**src/rtl/mem_access_arbiter_pkg.sv**
```systemverilog
// Shared state codes, owner codes and the round-robin grant helper for the
// memory access arbiter.
package mem_access_arbiter_pkg;

   typedef enum logic [1:0] {
      ARB_IDLE   = 2'd0,
      ARB_ACCESS = 2'd1,
      ARB_DONE   = 2'd2
   } arb_state_e;

   localparam logic REQ_IF = 1'b0;
   localparam logic REQ_D  = 1'b1;

   // On contention the requester that did not win last time is chosen.
   function automatic logic pick_owner(input logic if_req,
                                       input logic d_req,
                                       input logic last_grant);
      logic owner;
      if (if_req && d_req) begin
         owner = ~last_grant;
      end else if (d_req) begin
         owner = REQ_D;
      end else begin
         owner = REQ_IF;
      end
      return owner;
   endfunction

endpackage

```
**src/rtl/mem_access_arbiter_wait_counter.sv**
```systemverilog
// Loadable down-counter that times how long the memory enable is held.
module mem_wait_counter #(
   parameter int W = 2
) (
   input  logic         clk,
   input  logic         reset,
   input  logic         load,
   input  logic [W-1:0] load_val,
   input  logic         dec,
   output logic         zero
);

   logic [W-1:0] count_r;

   // Counter register: load has priority, decrement saturates at zero.
   always_ff @(posedge clk) begin
      if (reset) begin
         count_r <= {W{1'b0}};
      end else if (load) begin
         count_r <= load_val;
      end else if (dec && (count_r != {W{1'b0}})) begin
         count_r <= count_r - {{(W-1){1'b0}}, 1'b1};
      end else begin
         count_r <= count_r;
      end
   end

   assign zero = (count_r == {W{1'b0}});

endmodule

```
**src/rtl/mem_access_arbiter.sv**
```systemverilog
// Arbitrates the single memory port between instruction fetch and load/store,
// holding each access for MEM_LATENCY cycles and returning a one-cycle ack.
module mem_access_arbiter
   import mem_access_arbiter_pkg::*;
#(
   parameter int ADDR_W      = 32,
   parameter int DATA_W      = 32,
   parameter int MEM_LATENCY = 2
) (
   input  logic              clk,
   input  logic              reset,
   input  logic              if_req,
   input  logic [ADDR_W-1:0] if_addr,
   output logic              if_ack,
   output logic [DATA_W-1:0] if_rdata,
   input  logic              d_req,
   input  logic              d_we,
   input  logic [ADDR_W-1:0] d_addr,
   input  logic [DATA_W-1:0] d_wdata,
   output logic              d_ack,
   output logic [DATA_W-1:0] d_rdata,
   output logic              mem_en,
   output logic              mem_we,
   output logic [ADDR_W-1:0] mem_addr,
   output logic [DATA_W-1:0] mem_wdata,
   input  logic [DATA_W-1:0] mem_rdata,
   output logic              busy
);

   localparam int CNT_W = $clog2(MEM_LATENCY + 1);
   localparam logic [CNT_W-1:0] CNT_LOAD = CNT_W'(MEM_LATENCY - 1);

   arb_state_e        state_r, state_s;
   logic              owner_r, owner_s;
   logic              last_grant_r, last_grant_s;
   logic              mem_en_r, mem_en_s;
   logic              mem_we_r, mem_we_s;
   logic [ADDR_W-1:0] mem_addr_r, mem_addr_s;
   logic [DATA_W-1:0] mem_wdata_r, mem_wdata_s;
   logic [DATA_W-1:0] rdata_r, rdata_s;
   logic              if_ack_r, if_ack_s;
   logic              d_ack_r, d_ack_s;
   logic              busy_r, busy_s;
   logic              grant_s;
   logic              cnt_load_s, cnt_dec_s, cnt_zero_s;

   mem_wait_counter #(.W(CNT_W)) u_wait_counter (
      .clk      (clk),
      .reset    (reset),
      .load     (cnt_load_s),
      .load_val (CNT_LOAD),
      .dec      (cnt_dec_s),
      .zero     (cnt_zero_s)
   );

   // Next-state and next-output logic; every output is registered below.
   always_comb begin
      state_s      = state_r;
      owner_s      = owner_r;
      last_grant_s = last_grant_r;
      mem_en_s     = mem_en_r;
      mem_we_s     = mem_we_r;
      mem_addr_s   = mem_addr_r;
      mem_wdata_s  = mem_wdata_r;
      rdata_s      = rdata_r;
      if_ack_s     = 1'b0;
      d_ack_s      = 1'b0;
      cnt_load_s   = 1'b0;
      cnt_dec_s    = 1'b0;
      grant_s      = pick_owner(if_req, d_req, last_grant_r);
      case (state_r)
         ARB_IDLE: begin
            if (if_req || d_req) begin
               state_s      = ARB_ACCESS;
               owner_s      = grant_s;
               last_grant_s = grant_s;
               mem_en_s     = 1'b1;
               cnt_load_s   = 1'b1;
               if (grant_s == REQ_D) begin
                  mem_we_s    = d_we;
                  mem_addr_s  = d_addr;
                  mem_wdata_s = d_wdata;
               end else begin
                  mem_we_s    = 1'b0;
                  mem_addr_s  = if_addr;
                  mem_wdata_s = {DATA_W{1'b0}};
               end
            end else begin
               state_s = ARB_IDLE;
            end
         end
         ARB_ACCESS: begin
            if (cnt_zero_s) begin
               state_s  = ARB_DONE;
               mem_en_s = 1'b0;
               mem_we_s = 1'b0;
               if (!mem_we_r) begin
                  rdata_s = mem_rdata;
               end else begin
                  rdata_s = rdata_r;
               end
               if (owner_r == REQ_IF) begin
                  if_ack_s = 1'b1;
               end else begin
                  d_ack_s = 1'b1;
               end
            end else begin
               cnt_dec_s = 1'b1;
            end
         end
         ARB_DONE: begin
            state_s = ARB_IDLE;
         end
         default: begin
            state_s  = ARB_IDLE;
            mem_en_s = 1'b0;
            mem_we_s = 1'b0;
         end
      endcase
      busy_s = (state_s != ARB_IDLE);
   end

   // State and output registers; reset abandons any access without an ack.
   always_ff @(posedge clk) begin
      if (reset) begin
         state_r      <= ARB_IDLE;
         owner_r      <= REQ_IF;
         last_grant_r <= REQ_D;
         mem_en_r     <= 1'b0;
         mem_we_r     <= 1'b0;
         mem_addr_r   <= {ADDR_W{1'b0}};
         mem_wdata_r  <= {DATA_W{1'b0}};
         rdata_r      <= {DATA_W{1'b0}};
         if_ack_r     <= 1'b0;
         d_ack_r      <= 1'b0;
         busy_r       <= 1'b0;
      end else begin
         state_r      <= state_s;
         owner_r      <= owner_s;
         last_grant_r <= last_grant_s;
         mem_en_r     <= mem_en_s;
         mem_we_r     <= mem_we_s;
         mem_addr_r   <= mem_addr_s;
         mem_wdata_r  <= mem_wdata_s;
         rdata_r      <= rdata_s;
         if_ack_r     <= if_ack_s;
         d_ack_r      <= d_ack_s;
         busy_r       <= busy_s;
      end
   end

   assign mem_en    = mem_en_r;
   assign mem_we    = mem_we_r;
   assign mem_addr  = mem_addr_r;
   assign mem_wdata = mem_wdata_r;
   assign if_ack    = if_ack_r;
   assign d_ack     = d_ack_r;
   assign if_rdata  = rdata_r;
   assign d_rdata   = rdata_r;
   assign busy      = busy_r;

endmodule

```
**config.mk**
```make
export PLATFORM = sky130hd
export DESIGN_NAME = mem_access_arbiter
export DESIGN_NICKNAME = d
export VERILOG_FILES = /design/src/rtl/mem_access_arbiter_pkg.sv /design/src/rtl/mem_access_arbiter_wait_counter.sv /design/src/rtl/mem_access_arbiter.sv
export SDC_FILE = /design/constraint.sdc
export NUM_CORES = 1
export LEC_CHECK = 0
export BUFFER_PORTS_ARGS = -buffer_cell sky130_fd_sc_hd__buf_2
export CORE_MARGIN = 2
export CORE_UTILIZATION = 45
export DETAILED_ROUTE_END_ITERATION = 6
export GPL_TIMING_DRIVEN = 0
export PLACE_DENSITY = 0.81
export SETUP_SLACK_MARGIN = 0.15
export SYNTH_ARGS = -nofsm -noshare
export SYNTH_HDL_FRONTEND = slang
export SYNTH_HIERARCHICAL = 1
export SYNTH_SLANG_ARGS = --single-unit
```
**constraint.sdc**
```tcl
create_clock -name clk -period 1.8 [get_ports clk]
set_input_delay 0.36 -clock clk [delete_from_list [all_inputs] [get_ports clk]]
set_output_delay 0.36 -clock clk [all_outputs]
set_load 0.02 [all_outputs]
```
-- After elaboration in Yosys (flattened, before gate mapping)
Index checks and enable logic that the tools add are counted.
- register bits: 107
- input bits: 133
- word-level logic and storage cells: 57
- add/subtract/negate cells: 1
- equal/unequal tests: 4
- multiplexer cells: 21
- bitwise operators: 5
- reductions and logical operators: 13
- operators by type and width (cell ; number):
    $mux W32 ; 2
    $mux W1 ; 15
    $pmux W1 S3 ; 2
    $reduce_and A3 Y1 ; 2
    $reduce_bool A2 Y1 ; 3
    $not A1 Y1 ; 5
    $logic_not A2 Y1 ; 2
    $ne A2 B2 Y1 const B ; 2
    $pmux W2 S2 ; 1
    $reduce_or A3 Y1 ; 1
    $eq A2 B1 Y1 const B ; 1
    $eq A2 B2 Y1 const B ; 1
    $logic_and A1 B1 Y1 ; 2
    $mux W2 ; 1
    $reduce_and A2 Y1 ; 1
    $reduce_or A2 Y1 ; 1
    $sub A2 B1 Y2 const B ; 1
    $logic_or A1 B1 Y1 ; 1

-- Depth between registers and ports, before layout
- depth after elaboration: 6
- depth in mapped cells: 8
- depth with buffers taken out: 6

-- By module
Netlist, hierarchy kept.
- modules (own cells, without submodules) (module ; instances ; cells each ; area each (um^2) ; seq. area each (um^2)):
    mem_access_arbiter ; 1 ; 543 ; 4650.7 ; 2102.0
    mem_wait_counter ; 1 ; 14 ; 126.4 ; 40.0

-- Least setup slack after synthesis
No wires, ideal clock.
- kind: register to register
- from: reg u_wait_counter.count_r[0]
- to: reg rdata_r[10], in the netlist d_rdata[10]
- data arrival time: 1.335 ns
- setup slack: 0.394 ns
- cell stages (with the launch flop): 8
- path buffers: 2
- clock period less this slack: 1.406 ns
- cells stage by stage: dfxtp_1 > inv_1 > ha_1 > nor4bb_1 > buf_2 > buf_6 > nand2_1 > a21oi_1
- longest elaborated chain between the ends: 2
- ends and longest elaborated chain (what ; line ; source):
    start, declared ; mem_access_arbiter_wait_counter.sv:13 ; logic [W-1:0] count_r;
    start signal, assigned ; mem_access_arbiter_wait_counter.sv:18 ; count_r <= {W{1'b0}};
    start signal, assigned ; mem_access_arbiter_wait_counter.sv:20 ; count_r <= load_val;
    start signal, assigned ; mem_access_arbiter_wait_counter.sv:22 ; count_r <= count_r - {{(W-1){1'b0}}, 1'b1};
    $logic_not A2 Y1 ; mem_access_arbiter_wait_counter.sv:28 ; assign zero = (count_r == {W{1'b0}});
    named net cnt_zero_s ; mem_access_arbiter.sv:45 ; logic cnt_load_s, cnt_dec_s, cnt_zero_s;
    $reduce_and A3 Y1 (no line) ; -- ;
    end signal, assigned ; mem_access_arbiter.sv:133 ; rdata_r <= {DATA_W{1'b0}};
    end signal, assigned ; mem_access_arbiter.sv:145 ; rdata_r <= rdata_s;
    end, declared ; mem_access_arbiter.sv:40 ; logic [DATA_W-1:0] rdata_r, rdata_s;
The timed path passes the listed nets, and every way through them passes these cells.
A chain may end at the register's enable or synchronous reset.

-- Final worst setup path
- from: in reset
- to: reg rdata_r[27], in the netlist d_rdata[27]
- RTL lines (what ; line ; source):
    start, declared ; mem_access_arbiter.sv:11 ; input logic reset,
No word-level cell between the ends.

==> tab_implementation.tex <==
\begin{tabular}{lr}
\hline
Metric & Value \\
\hline
\multicolumn{2}{l}{\textbf{Setup path}} \\
\quad Crit. End Element & flip-flop \\
\quad Crit path DAT & 1760 ps \\
\quad Endpoint required time on the critical path & 2030 ps \\
\quad Type of origin of the critical path & input port \\
\quad Critical path type & input port to flip-flop \\
\quad Maximum fanout along the worst path & 10 \\
\multicolumn{2}{l}{\textbf{Placed design}} \\
\quad Half-perimeter wire length of the detailed placement result & 10.7 mm \\
\quad Dpl cells & 958 \\
\quad DP Worst Slack & -133 ps \\
\quad Number of buffer cells added on primary ports & 265 \\
\quad Global placement routability congestion & 0.854 \\
\multicolumn{2}{l}{\textbf{Global route}} \\
\quad Sum of overflow across all layers after global routing & 0 \\
\quad All-layer global routing usage & 0.235 \\
\quad Number of antenna violations at the first check in global routing & 2 \\
\quad Largest net degree at the start of global routing & 20 \\
\quad Via count of the first global-routing pass & 4560 \\
\quad Wire length of the first global-routing pass & 21.7 mm \\
\multicolumn{2}{l}{\textbf{Floorplan}} \\
\quad CORE AREA & 10300 µm² \\
\quad Die Area & 11500 µm² \\
\quad Number of rows created at floorplan & 37 \\
\quad Die span in x & 107 µm \\
\quad Initial standard-cell utilization of the core & 0.463 \\
\quad Number of top-level design ports & 266 \\
\quad DIE HEIGHT & 107 µm \\
\multicolumn{2}{l}{\textbf{Logic synthesis}} \\
\quad Synth Warn \# & 6 \\
\quad Netlist area before placement & 4780 µm² \\
\quad FF+latch count, synth & 107 \\
\quad Count of flip-flops with a built-in enable after synthesis & 0 \\
\quad Most frequently used flop master after synthesis & sky130\_fd\_sc\_hd\_\_dfxtp\_1 \\
\quad Library cells used by synthesis & 36 \\
\quad Instance count of the mapped netlist & 557 \\
\quad Post-synthesis area per instance & 8.58 µm² \\
\quad Proportion of synthesized chip area in sequential cells & 0.448 \\
\quad Synthesized net count & 691 \\
\quad Async set-or-reset flop fraction in the synthesized netlist & 0 \\
\multicolumn{2}{l}{\textbf{Clock tree}} \\
\quad Total CTS buffers & 9 \\
\quad Quantity of hold-fixing buffers added after cts & 0 \\
\quad Setup repair bufs after CTS & 0 \\
\quad Maximum buffer depth of the clock tree & 2 \\
\quad Number of clock sinks & 107 \\
\quad Maximum level of the CTS H-tree & 3 \\
\quad TritonCTS clock tree & yes \\
\quad Clock-pin transition on the worst setup and hold timing paths & 100 ps \\
\quad Root Driver & sky130\_fd\_sc\_hd\_\_clkbuf\_8 \\
\quad Clock latency reported for the late side of the worst-skew pair & 370 ps \\
\multicolumn{2}{l}{\textbf{Power}} \\
\quad Static Leakage & 3.09 nW \\
\quad Peak supply drop & 0.516 mV \\
\quad Power Density & 923 nW/µm² \\
\quad Tot Pwr & 5.99 mW \\
\multicolumn{2}{l}{\textbf{Final layout}} \\
\quad Commonest non-fill, non-tap cells in the layout & sky130\_fd\_sc\_hd\_\_buf\_2 (278), sky130\_fd\_sc\_hd\_\_nand2\_1 (131), sky130\_fd\_sc\_hd\_\_dfxtp\_1 (107) \\
\quad Final Non-Filler Cells & 976 \\
\quad Share of layout cells above drive strength 1 & 0.461 \\
\quad Area overhead of the layout relative to synthesis & 35.9\% \\
\quad Fill count & 972 \\
\quad Register area & 2140 µm² \\
\quad Final net count & 967 \\
\quad Share of the core filled with cells in the final layout & 0.629 \\
\quad Most common library cell in the layout ignoring fill and taps & sky130\_fd\_sc\_hd\_\_buf\_2 \\
\quad Combined area of the multi-input logic cells & 2080 µm² \\
\multicolumn{2}{l}{\textbf{Routing}} \\
\quad Top routing layer used & met4 \\
\quad Detailed-routing iteration count for the pre-antenna-repair pass & 4 \\
\quad Antenna violation net count after detailed routing & 0 \\
\quad Routed metal-1 wire length & 5.69 mm \\
\quad Vias & 4951 \\
\quad Metal3 WL & 1.04 mm \\
\quad Post-detailed-route DRC marker count & 0 \\
\quad DR WL/cell & 14.2 µm \\
\quad Wire length on met2 & 6.84 mm \\
\quad Wire length after detailed routing & 13.9 mm \\
\quad Vias per Instance & 5.07 \\
\quad DRC marker count from the first detailed-route iteration & 262 \\
\multicolumn{2}{l}{\textbf{Timing}} \\
\quad Total negative slack for setup checks & 0 ps \\
\quad Final max-slew violation count & 0 \\
\quad Actual transition at the worst max-transition pin & 695 ps \\
\quad Number of hold-slack violations in the final timing report & 0 \\
\quad Number of setup violations in the final report & 0 \\
\quad Max-slew headroom & 0.537 \\
\quad Final Skew & 17.7 ps \\
\quad Crit share post-route & 0.849 \\
\quad Upper clock frequency limit & 655 MHz \\
\quad Min cycle time layout & 1530 ps \\
\quad Unrepaired setup endpoints after global routing & false \\
\quad Worst path setup slack after routing & 272 ps \\
\multicolumn{2}{l}{\textbf{Run status}} \\
\quad Run status & finished, final reports clean \\
\multicolumn{2}{l}{\textbf{Min path}} \\
\quad Kind of path behind the tightest hold check & input port to flip-flop \\
\multicolumn{2}{l}{\textbf{Job}} \\
\quad Max-Cap Viols & 0 \\
\hline
\end{tabular}
[state kept, by name (all words and copies together), names as in the netlist]
name	flops
state_r	2
busy	1
u_wait_counter/count_r	2
mem_addr	32
last_grant_r	1
mem_we	1
owner_r	1
d_rdata	32
mem_wdata	32
mem_en	1
d_ack	1
if_ack	1
[report_power, final]
part,internal [mW],total (mW),switching [mW]
clock network,0.573,1.45,0.881
registers,2.59,2.72,0.135
logic,0.721,1.81,1.09
total,3.88,5.99,2.11
[worst max-delay path, cell delays in order]
cell	delay (ps)
sky130_fd_sc_hd__buf_2	110
sky130_fd_sc_hd__clkbuf_1	230
sky130_fd_sc_hd__clkbuf_1	510
sky130_fd_sc_hd__clkbuf_1	470
sky130_fd_sc_hd__a21oi_1	80
[per-layer routing]
| metal | vias up | global-route usage |
|---|---|---|
| li1 | 2474 | - |
| met5 | - | 0 |
| met2 | 220 | 0.420 |
| met1 | 2230 | 0.270 |
| met3 | 27 | 0.0590 |
| met4 | 0 | 0.0798 |
[synth_stat cells (2+ instances only)]
library cell	number	area, µm²
sky130_fd_sc_hd__a21oi_1	101	505
sky130_fd_sc_hd__a311oi_1	3	26.3
sky130_fd_sc_hd__a311oi_2	29	435
sky130_fd_sc_hd__buf_1	2	7.51
sky130_fd_sc_hd__buf_2	14	70.1
sky130_fd_sc_hd__buf_4	41	308
sky130_fd_sc_hd__buf_6	7	78.8
sky130_fd_sc_hd__clkbuf_1	18	67.6
sky130_fd_sc_hd__clkbuf_2	4	20.0
sky130_fd_sc_hd__conb_1	2	7.51
sky130_fd_sc_hd__dfxtp_1	107	2140
sky130_fd_sc_hd__inv_1	3	11.3
sky130_fd_sc_hd__nand2_1	131	492
sky130_fd_sc_hd__nand3b_1	3	22.5
sky130_fd_sc_hd__nand4_1	33	206
sky130_fd_sc_hd__nor2_1	4	15.0
sky130_fd_sc_hd__o211ai_1	2	15.0
sky130_fd_sc_hd__o21ai_0	30	150
sky130_fd_sc_hd__o21ai_1	5	25.0
sky130_fd_sc_hd__or2_1	2	12.5
[per-stage QoR]
stage                     cell area [µm²]  hold WS, ps
final                                6490          184
after global routing                 6490          161
after CTS                            6460          169
after detailed placement             6270          444
after global placement               6270          424
after floorplan                      4780          407
[worst paths after layout]
kind | from | endpoint | slack [ps] | cells after the start
setup / recovery | reset | d_rdata[27] | 270 | 5
hold / removal | reset | u_wait_counter/count_r[0] | 180 | 2
setup reg to reg | state_r[1] | mem_addr[9] | 330 | 4
hold reg to reg | owner_r | if_ack | 450 | 1
[area by class of cell]
class | count | area share
buffer | 86 | 0.0854
inverter | 4 | 0.00270
clock buffer | 10 | 0.0212
multi-input combinational | 360 | 0.321
timing repair buffer | 265 | 0.204
clock inverter | 6 | 0.00829
tap | 136 | 0.0262
sequential | 107 | 0.330
antenna | 2 | 0.000771
[what timing repair did]
action | CTS | global route
setup endpoints to repair | 0 | 30
resized for setup | 0 | 4
hold endpoints to repair | 0 | 0
[kinds of logic (layout without fill, tap and decap cells)]
| logic type | Yosys count | in the layout | share of synthesized area |
|---|---|---|---|
| buffers and inverters | 90 | 371 | 0.119 |
| XOR/XNOR | 1 | 1 | 0.00183 |
| other | 2 | 4 | 0.00157 |
| adder cells (fa/ha/maj) | 1 | 1 | 0.00262 |
| AND/OR/NAND/NOR | 182 | 182 | 0.173 |
| flip-flops | 107 | 107 | 0.448 |
| AO/OA/AOI/OAI | 174 | 174 | 0.253 |
Power figures use the tool's default switching activity.
